`src/rtl/store_trace_if.sv`:
```
// Bundle of the store-sampling inputs and the trace-drain handshake for store_trace_buffer.
// The slave modport is the buffer itself; the master modport is the core/debug-host side.
interface store_trace_if #(
    parameter int DEPTH = 8
) ();
    logic                     memwrite;
    logic [31:0]              dataaddr;
    logic [31:0]              writedata;
    logic                     out_valid;
    logic                     out_ready;
    logic [31:0]              out_addr;
    logic [31:0]              out_data;
    logic [$clog2(DEPTH):0]   count;
    logic                     overflow;
    logic [15:0]              drop_cnt;
    logic                     pass;
    logic                     fail;

    modport slave (
        input  memwrite, dataaddr, writedata, out_ready,
        output out_valid, out_addr, out_data, count, overflow, drop_cnt, pass, fail
    );

    modport master (
        output memwrite, dataaddr, writedata, out_ready,
        input  out_valid, out_addr, out_data, count, overflow, drop_cnt, pass, fail
    );
endinterface

```
`src/rtl/store_trace_buffer.sv`:
```
// Captures every data-memory store as an {addr,data} record in a FIFO drained by valid/ready.
// Optional pass/fail store detector enabled by defining STORE_TRACE_PASS_DETECT_EN.
module store_trace_buffer #(
    parameter int          DEPTH     = 8,
    parameter logic [31:0] PASS_ADDR = 32'd84,
    parameter logic [31:0] PASS_DATA = 32'd7
) (
    input  logic          clk,
    input  logic          rst,
    store_trace_if.slave  bus
);
    localparam int AW = $clog2(DEPTH);
    localparam int PW = AW + 1;

    logic [63:0]   mem [DEPTH];
    logic [PW-1:0] wptr_q, wptr_d, rptr_q, rptr_d, count_q, count_d;
    logic [63:0]   head_q, head_d;
    logic          overflow_q, overflow_d;
    logic [15:0]   drop_q, drop_d;
    logic          empty, full, pop, push_acc, drop;

    assign empty    = (wptr_q == rptr_q);
    assign full     = (wptr_q[AW-1:0] == rptr_q[AW-1:0]) && (wptr_q[AW] != rptr_q[AW]);
    assign pop      = !empty && bus.out_ready;
    assign push_acc = bus.memwrite && (!full || pop);
    assign drop     = bus.memwrite && full && !pop;

    always_comb begin
        wptr_d     = wptr_q + PW'(push_acc);
        rptr_d     = rptr_q + PW'(pop);
        count_d    = wptr_d - rptr_d;
        overflow_d = overflow_q | drop;
        drop_d     = (drop && drop_q != 16'hFFFF) ? drop_q + 16'd1 : drop_q;
        // The head register must see a record written into the slot it is about to expose.
        if (push_acc && (wptr_q[AW-1:0] == rptr_d[AW-1:0]))
            head_d = {bus.dataaddr, bus.writedata};
        else
            head_d = mem[rptr_d[AW-1:0]];
    end

    always_ff @(posedge clk) begin
        if (rst && push_acc)
            mem[wptr_q[AW-1:0]] <= {bus.dataaddr, bus.writedata};
    end

    always_ff @(posedge clk or negedge rst) begin
        if (!rst) begin
            wptr_q     <= '0;
            rptr_q     <= '0;
            count_q    <= '0;
            head_q     <= '0;
            overflow_q <= 1'b0;
            drop_q     <= '0;
        end else begin
            wptr_q     <= wptr_d;
            rptr_q     <= rptr_d;
            count_q    <= count_d;
            head_q     <= head_d;
            overflow_q <= overflow_d;
            drop_q     <= drop_d;
        end
    end

    assign bus.out_valid = (count_q != '0);
    assign bus.out_addr  = head_q[63:32];
    assign bus.out_data  = head_q[31:0];
    assign bus.count     = count_q;
    assign bus.overflow  = overflow_q;
    assign bus.drop_cnt  = drop_q;

`ifdef STORE_TRACE_PASS_DETECT_EN
    logic pass_q, fail_q, hit;

    // Dropped stores still count: the verdict depends only on what the core wrote.
    assign hit = bus.memwrite && (bus.dataaddr == PASS_ADDR) && !pass_q && !fail_q;

    always_ff @(posedge clk or negedge rst) begin
        if (!rst) begin
            pass_q <= 1'b0;
            fail_q <= 1'b0;
        end else if (hit) begin
            pass_q <= (bus.writedata == PASS_DATA);
            fail_q <= (bus.writedata != PASS_DATA);
        end
    end

    assign bus.pass = pass_q;
    assign bus.fail = fail_q;
`else
    assign bus.pass = 1'b0;
    assign bus.fail = 1'b0;
`endif
endmodule

```
`src/flat_wrapper.sv`:
```
// flat-port wrapper written by rule: the top's interface ports become plain ports
module store_trace_buffer_flat 
#(
    parameter int          DEPTH     = 8,
    parameter logic [31:0] PASS_ADDR = 32'd84,
    parameter logic [31:0] PASS_DATA = 32'd7
)
  (clk, rst, bus_memwrite, bus_dataaddr, bus_writedata, bus_out_ready, bus_out_valid, bus_out_addr, bus_out_data, bus_count, bus_overflow, bus_drop_cnt, bus_pass, bus_fail);
  store_trace_if #(.DEPTH(DEPTH)) bus_i ();
  input  logic clk;
  input  logic rst;
  input wire logic [$bits(bus_i.memwrite)-1:0] bus_memwrite;
  input wire logic [$bits(bus_i.dataaddr)-1:0] bus_dataaddr;
  input wire logic [$bits(bus_i.writedata)-1:0] bus_writedata;
  input wire logic [$bits(bus_i.out_ready)-1:0] bus_out_ready;
  output wire logic [$bits(bus_i.out_valid)-1:0] bus_out_valid;
  output wire logic [$bits(bus_i.out_addr)-1:0] bus_out_addr;
  output wire logic [$bits(bus_i.out_data)-1:0] bus_out_data;
  output wire logic [$bits(bus_i.count)-1:0] bus_count;
  output wire logic [$bits(bus_i.overflow)-1:0] bus_overflow;
  output wire logic [$bits(bus_i.drop_cnt)-1:0] bus_drop_cnt;
  output wire logic [$bits(bus_i.pass)-1:0] bus_pass;
  output wire logic [$bits(bus_i.fail)-1:0] bus_fail;
  assign bus_i.memwrite = bus_memwrite;
  assign bus_i.dataaddr = bus_dataaddr;
  assign bus_i.writedata = bus_writedata;
  assign bus_i.out_ready = bus_out_ready;
  assign bus_out_valid = bus_i.out_valid;
  assign bus_out_addr = bus_i.out_addr;
  assign bus_out_data = bus_i.out_data;
  assign bus_count = bus_i.count;
  assign bus_overflow = bus_i.overflow;
  assign bus_drop_cnt = bus_i.drop_cnt;
  assign bus_pass = bus_i.pass;
  assign bus_fail = bus_i.fail;
  store_trace_buffer #(.DEPTH(DEPTH), .PASS_ADDR(PASS_ADDR), .PASS_DATA(PASS_DATA)) u_core (.clk(clk), .rst(rst), .bus(bus_i));
endmodule
```
`config.mk`:
```
export PLATFORM = sky130hd
export DESIGN_NAME = store_trace_buffer_flat
export DESIGN_NICKNAME = d
export VERILOG_FILES = /design/src/rtl/store_trace_if.sv /design/src/rtl/store_trace_buffer.sv /design/src/flat_wrapper.sv
export SDC_FILE = /design/constraint.sdc
export NUM_CORES = 1
export LEC_CHECK = 0
export BUFFER_PORTS_ARGS = -buffer_cell sky130_fd_sc_hd__buf_2
export CELL_PAD_IN_SITES_DETAIL_PLACEMENT = 1
export CELL_PAD_IN_SITES_GLOBAL_PLACEMENT = 1
export CORE_UTILIZATION = 53
export DETAILED_ROUTE_END_ITERATION = 12
export PLACE_DENSITY_LB_ADDON = 0.05
export REMOVE_ABC_BUFFERS = 1
export SYNTH_ARGS = -nofsm -noshare
export SYNTH_HDL_FRONTEND = slang
export SYNTH_SLANG_ARGS = --single-unit
```
`constraint.sdc`:
```
create_clock -name clk -period 9.41 [get_ports clk]
set_input_delay 0.4705 -clock clk [delete_from_list [all_inputs] [get_ports clk]]
set_output_delay 0.4705 -clock clk [all_outputs]
set_load 0.05 [all_outputs]
```
==> results.ini, run 1 <==
[outcome]
status=finished, final reports clean

[global_route]
grt_pass1_wl_um=73300
grt_pass1_vias=11900
grt_max_degree=112
grtUsageTotal_pct=22.6
grt_overflow_total=0
antenna_found_initial=5

[floorplanning]
initial_core_util_pct=54.3
dieWidth_um=210
dieHeight_um=210
core.rowCount=75
ios=156
design.die.area_um2=44200
core-area_um2=42300

[timing]
rsz0062_at_grt=false
slew_viol_final=0
hold_violations=0
fin_skew_ns=0.0208
slew_headroom_pct=33.1
fin_setup_tns_ns=0
setup_violations=0
period_needed_ns=4.66
worstMarginPinSlew_ns=1.00
fmax_ghz=0.214
min_period_over_period_pct=49.6

[setup_path]
crit_end=u_core.head_q[44]
crit_path_end_kind=flop
path_max_fanout=71
cp-start-kind=flop
r2r_start=u_core.wptr_q[2]
cp.required_ns=9.93
crit_type=flop to flop
worstReg2RegEnd=u_core.head_q[44]
startpoint=u_core.wptr_q[2]
ff2ff_setup_slack_ns=4.75
arrival_ns=5.19
r2r_cells=12

[clock_tree]
htree_levels=2
clock_latency_ns=0.63
clockBufferDepth=3
clk_pin_slew_ns=0.06
clock-sinks=605
cts_root_buffer=clkbuf_16
cts_buffers=61
cts_tree=done

[detailed_routing]
drt_iter0_markers=720
drtPass1Iterations=4
finalWirelength_um=47600
avgViaCountPerCell=5.68
drc=0
routedWlPerCell_um=25.0
vias=10800
ant_nets=0

[synthesis]
ys_seq_area_share_pct=77.0
synth-xor-area-share_pct=1.19
yosysTopAreaCell=edfxtp_1
synth-simple-area-share_pct=2.73
postSynthCellCount=1092
synthAdderAreaFrac_pct=0.522
synth_seq_cells=605
muxShareOfSynthArea_pct=15.4
ys_dominant_reg_cell=edfxtp_1
yosys-top-cells-area=edfxtp_1 (67%), mux4_2 (13%), dfrtp_1 (10%)
netlist.area_leader.share_pct=66.9
ys_types=44
syn_area_um2=23000
synth_compound_area_share_pct=1.59
synth_edf_count=512
ys_warn_count=0
synth_top_family_by_area=multiplexers
async_flop_share_pct=15.4
synth.avg_cell_area_um2=21.1

[place]
post-dp-hpwl_um=25200
portBuffers=153
gp_congestion=0.710

[run]
cap_violations=0

[layout]
drive_gt1_share_pct=31.8
layout.nets=1352
synthToLayoutAreaGrowth_pct=15.0
finish.utilization_pct=62.5
fillers=3538
multi_input_area_um2=5030
seq_area_um2=17700

[pwr]
peakVddDrop_v=0.000340
leakagePower_nw=9.19
power.density_nw_per_um2=359

[min_path]
hold_class=primary input to flop

## worst min-delay path by stage
stage | from | to | cells past startpoint
finish | bus_writedata[27] | u_core.mem[4][27] | 1
global route | bus_writedata[10] | u_core.mem[7][10] | 1
CTS | bus_writedata[10] | u_core.mem[0][10] | 1
detailed placement | u_core.bus.overflow | u_core.bus.overflow | 1
global placement | u_core.bus.overflow | u_core.bus.overflow | 1
floorplan | rst | u_core.bus.count[0] | 0
## cells in the mapped netlist (2+ instances only)
library cell and number:
buf_1 5, buf_2 24, buf_4 17, buf_6 4, clkbuf_1 6, dfrtp_1 93, edfxtp_1 512, ha_1 8
inv_1 9, mux2i_1 64, mux4_2 128, nand2_1 75, nand3_1 7, nand4_1 5, nor2_1 8, nor3_1 7
nor3_2 4, nor4_1 2, nor4_2 2, o21ai_1 64, xnor2_1 8, xor2_1 18
## state kept, by name, indices dropped and copies added (netlist names)
name,count
u_core.bus.overflow,1
u_core.head_q,64
u_core.wptr_q,4
u_core.rptr_q,4
u_core.mem,512
u_core.bus.count,4
u_core.bus.drop_cnt,16
## timing repair
action / 4_1_cts / 5_1_grt
setup endpoints to repair: 0 / 0
resized for setup: 0 / 0
setup buffers: 0 / 0
hold buffers: 1 / 0
hold endpoints to repair: 53 / 0
## power by group
part | internal, mW | total, mW | leakage (nW) | switching, mW
Sequential | 3.31 | 3.45 | 5.73 | 0.138
Combinational | 1.50 | 3.64 | 2.48 | 2.15
Clock | 1.40 | 2.40 | 0.977 | 1.00
Total | 6.21 | 9.49 | 9.19 | 3.29
## cells by family (layout without fill, tap and decap cells)
family / count (synthesis) / in the layout
DFF: 605 / 605
muxes: 193 / 193
and+or+nand+nor: 121 / 121
AOI/OAI and AO/OA: 70 / 70
buffers and inverters: 65 / 298
xor gates and xnor gates: 28 / 28
adders and majority gates: 9 / 9
other: 1 / 3
## critical path, cell delays in order, from the launching register on
cell,delay [ns]
dfrtp_1,0.59
xor2_1,0.17
nor3_4,0.34
a21boi_0,0.21
ha_4,0.21
ha_4,0.86
xnor2_1,0.20
nand4_1,0.16
a21oi_4,0.13
buf_4,0.67
buf_4,0.69
nand2_1,0.15
o21ai_1,0.13
## routing by layer
metal,track usage (%),wire (um),part of all wire [%]
met5,0,55,0.12
met4,5.74,884,1.9
met3,4.63,2370,5.0
met2,37.4,23600,50
met1,31.0,20700,43
## cell usage in the layout, fill, tap and decap left out, types with 7 or more instances in the layout
master	count
nand2_1	75
nor3_2	8
xnor2_1	8
mux2i_1	64
buf_4	21
dfrtp_1	93
xor2_1	17
clkinv_1	9
edfxtp_1	512
o21ai_1	64
mux4_2	128
clkinv_2	13
clkbuf_16	61
inv_1	9
clkbuf_1	11
nand3_1	7
buf_2	152
## stage by stage
stage          hold WS (ns)  cells  cell area, um2  power (mW)  setup slack [ns]
2_1_floorplan         0.175   1037           22700        6.77            0.0854
3_3_place_gp          0.447   1788           24400        7.14              4.78
3_5_place_dp          0.449   1788           24400        7.22              4.69
4_1_cts              0.0905   1903           26400        9.65              4.63
5_1_grt               0.118   1904           26400        9.97              4.34
6_report              0.128   1904           26400        9.49              4.75
## layout make-up
cell class | count | area share (%)
Sequential cell | 605 | 67.0
Multi-Input combinational cell | 423 | 19.0
Clock buffer | 78 | 6.24
Timing Repair Buffer | 175 | 3.59
Tap cell | 577 | 2.73
Clock inverter | 36 | 1.34
Inverter | 9 | 0.128
Antenna cell | 1 | 0.00946
(Power assumes the default switching activity.)
==> inputs of run 2 (changes only) <==
--- a/config.mk
+++ b/config.mk
@@ -5,10 +5,11 @@
 export SDC_FILE = /design/constraint.sdc
 export NUM_CORES = 1
 export LEC_CHECK = 0
+export ABC_AREA = 1
 export BUFFER_PORTS_ARGS = -buffer_cell sky130_fd_sc_hd__buf_2
 export CELL_PAD_IN_SITES_DETAIL_PLACEMENT = 1
 export CELL_PAD_IN_SITES_GLOBAL_PLACEMENT = 1
-export CORE_UTILIZATION = 53
+export CORE_UTILIZATION = 45
 export DETAILED_ROUTE_END_ITERATION = 12
 export PLACE_DENSITY_LB_ADDON = 0.05
 export REMOVE_ABC_BUFFERS = 1
==> constraint.sdc (replaced) <==
create_clock -name clk -period 3.9 [get_ports clk]
set_input_delay 0.195 -clock clk [delete_from_list [all_inputs] [get_ports clk]]
set_output_delay 0.195 -clock clk [all_outputs]
set_load 0.05 [all_outputs]
==> run 2 against run 1 <==
Setup slack got worse by 4.1 ns. Via count rose by 52%. Routed wire length rose by 41%. First-iteration DRC count rose by 53%. Sequential share of layout area fell by 5.1 points. Register-to-register slack got worse by 4.1 ns. Synthesized area rose by 5.7%. Combinational power rose to 3.0 times the previous value. Sequential cell count did not move. Global-route usage rose by 2.2 points. Critical path depth rose by 2. Critical path type unchanged. Largest power group unchanged.
==> results.ini, run 2 <==
[synthesis]
ys_warn_count=0  ; unchanged
ys_dominant_reg_cell=edfxtp_1
synth_edf_count=512  ; unchanged
synth.avg_cell_area_um2=12.1  ; -42%
postSynthCellCount=2002  ; +83%
syn_area_um2=24300  ; +5.7%
yosys-top-cells-area=edfxtp_1 (63%), dfrtp_1 (9.6%), nand2_1 (6.6%)
yosysTopAreaCell=edfxtp_1
synth_seq_cells=605  ; unchanged
synth_most_common_cell=edfxtp_1
synth_commonest_cells=edfxtp_1 (512), nand2_1 (427), nor2_1 (281)
netlist.area_leader.share_pct=63.3  ; -3.6 points
async_flop_share_pct=15.4  ; unchanged
ys_seq_area_share_pct=72.8  ; -4.1 points
ys_types=38  ; -14%

[place]
gp_congestion=0.763  ; +7.5%
post-dp-hpwl_um=33300  ; +33%
pre_cts_ws_ns=0.747  ; -3.94 ns
placed_area_um2=25800  ; +5.6%
portBuffers=153  ; unchanged
place_inst=2748  ; +54%

[min_path]
min_to=u_core.bus.drop_cnt[4]
min_from=bus_out_ready
whs_path_depth=4  ; +3
hold_class=primary input to flop

[pwr]
leakagePower_nw=10.7  ; +16%
seqPwrFrac_pct=32.6  ; -3.7 points
peakVddDrop_v=0.00146  ; +330%
sw_frac_of_total_pct=42.6  ; +7.9 points
p_int_mw=14.6  ; +130%
power.density_nw_per_um2=886  ; +150%
p_clk_share_pct=24.6  ; -0.7 points
p_comb_share_pct=42.7  ; +4.3 points
p_sw_mw=10.8  ; +230%
p_total_mw=25.4  ; +170%

[clock_tree]
cts_setup_buffers=0  ; unchanged
cts_buffers=67  ; +9.8%
clockBufferDepth=3  ; unchanged
clk_pin_slew_ns=0.06  ; about the same
cts_tree=done
cts_root_buffer=clkbuf_16
clock-sinks=605  ; unchanged
clock_latency_ns=0.60  ; -0.03 ns
htree_levels=3  ; +1

[timing]
fin_skew_ns=0.0156  ; -0.00521 ns
setup_violations=0  ; unchanged
slew_viol_final=0  ; unchanged
min_period_over_period_pct=84.2  ; +35 points
timing.final.ws_setup_ns=0.616  ; -4.13 ns
rsz0062_at_grt=false
fmax_ghz=0.305  ; +42%
worstMarginPinSlew_ns=1.23  ; +0.225 ns
period_needed_ns=3.28  ; -1.38 ns
whs_ns=0.0885  ; -0.0394 ns
slew_headroom_pct=18.2  ; -15 points
hold_violations=0  ; unchanged
fin_setup_tns_ns=0  ; unchanged

[floorplanning]
core-area_um2=53000  ; +25%
design.die.area_um2=54900  ; +24%
dieWidth_um=234  ; +11%
ios=156  ; unchanged
initial_core_util_pct=45.9  ; -8.5 points
core.rowCount=84  ; +12%
dieHeight_um=234  ; +11%

[detailed_routing]
drc=0  ; unchanged
routedWlPerCell_um=22.8  ; -8.8%
ant_nets=0  ; unchanged
finalWirelength_um=67000  ; +41%
drt_iter0_markers=1100  ; +53%
avgViaCountPerCell=5.58  ; -1.8%
vias=16400  ; +52%
drtPass1Iterations=5  ; +1

[layout]
layout.nets=2272  ; +68%
multi_input_area_um2=5850  ; +16%
stdcell_count=2940  ; +54%
drive_gt1_share_pct=14.2  ; -18 points
largest_reg_flops=512  ; unchanged
layout_commonest_cell=edfxtp_1
finish.utilization_pct=54.0  ; -8.4 points
synthToLayoutAreaGrowth_pct=17.8
fillers=5443  ; +54%
most-common-layout-cells=edfxtp_1 (512), nand2_1 (426), nor2_1 (273)
seq_area_um2=17700  ; unchanged
fin_area_um2=28600  ; +8.2%

[setup_path]
r2r_start=u_core.wptr_q[0]
ff2ff_setup_slack_ns=0.62  ; -4.13 ns
crit_type=flop to flop
cp.required_ns=4.42  ; -5.51 ns
crit_top_cell=nand2_1
cp-start-kind=flop
path_buf_inv=2  ; unchanged
r2r_cells=14  ; +2
crit_chain=inv_2 -> nand2_1 -> nand2_1 -> nand2_1 -> nor2_1 -> nor2_1 -> ha_4 -> buf_12 -> o21ai_0 -> o22ai_1 -> nand2_1 -> nand2_1 -> nand2_1 -> nand2_1
path_max_fanout=227  ; +220%
slowest_stage=buf_12
crit_path_end_kind=flop
worstReg2RegEnd=u_core.head_q[5]
arrival_ns=3.81  ; -1.38 ns
path_delay_family=buffers and inverters
slowest_delay_ns=0.56  ; -0.30 ns

[global_route]
grtUsageTotal_pct=24.8  ; +2.2 points
grt_pass1_wl_um=102000  ; +38%
antenna_found_initial=3  ; -2
grt_pass1_vias=17100  ; +43%
grt_overflow_total=0  ; unchanged
grt_max_degree=228  ; +100%

[run]
cap_violations=0  ; unchanged

[outcome]
status=finished, final reports clean

## run 2: cell types whose count changed in the layout (fill, tap and decap cells not counted), moves of 11 or more
cell and change:
buf_12 +14, nand4_1 +67, mux2i_1 -64, nand3_1 +18
o21ai_1 -44, clkbuf_1 +11, inv_1 +15, nand2_1 +351
mux4_2 -128, o21ai_0 +235, nor2_1 +267, dlygate4sd3_1 +65
o22ai_1 +129
## run 2: cell families (layout without fill, tap and decap cells)
logic type | after synthesis | count (layout) | share of synthesized area, %
xor+xnor | 12 | 12 | 0.433
other cells | 1 | 4 | 0.0154
buf+inv | 165 | 412 | 3.43
fa+ha+maj | 9 | 9 | 0.494
flops | 605 | 605 | 72.8
compound gates | 387 | 387 | 8.65
simple gates | 823 | 823 | 14.1
## run 2: worst max path at each step
stage | to | cells past startpoint | from
after global placement | u_core.bus.count[3] | 16 | u_core.wptr_q[0]
after floorplan | u_core.head_q[0] | 14 | u_core.wptr_q[2]
after detailed placement | u_core.bus.count[3] | 16 | u_core.wptr_q[0]
after CTS | u_core.bus.count[3] | 16 | u_core.wptr_q[0]
final | u_core.head_q[5] | 14 | u_core.wptr_q[0]
after global routing | u_core.bus.count[3] | 16 | u_core.wptr_q[0]
## run 2: worst reg2reg max path: cells and delay by family (launching register included)
kind | cells | cell delay [ns]
DFF | 1 | 0.54
AOI/OAI and AO/OA | 2 | 0.85
and+or+nand+nor | 9 | 0.71
buffers and inverters | 2 | 0.78
adders and majority gates | 1 | 0.33
## run 2: power by group through the flow
stage          logic (mW)  clock network [mW]  registers [mW]
6_report             10.8                6.25            8.28
5_1_grt              12.0                6.60            8.35
4_1_cts              11.0                6.39            8.29
3_5_place_dp         10.9                   0            8.41
3_3_place_gp         10.5                   0            8.39
2_1_floorplan        5.48                   0            9.68
## run 2: timing repair
item                                   CTS  global route
setup endpoints to repair                0             0
gates resized for setup                  0             0
hold buffers                            66             0
endpoints found under the hold margin  597             0
## run 2: cell type report
class                           count  area share, %
Antenna cell                        2         0.0175
Timing Repair Buffer              257           6.65
Sequential cell                   605           61.9
Clock buffer                       99           6.71
Multi-Input combinational cell   1233           20.5
Clock inverter                     25          0.879
Inverter                           31          0.433
Tap cell                          688           3.01
## run 2: routing by layer
metal  vias up  part of all wire [%]  GRT usage [%]
met5         -                 0.012              0
met4         2                   1.9           5.99
met3       101                   4.1           4.20
met2       312                    48           41.3
met1      8440                    46           34.0
li1       7541                     -              -
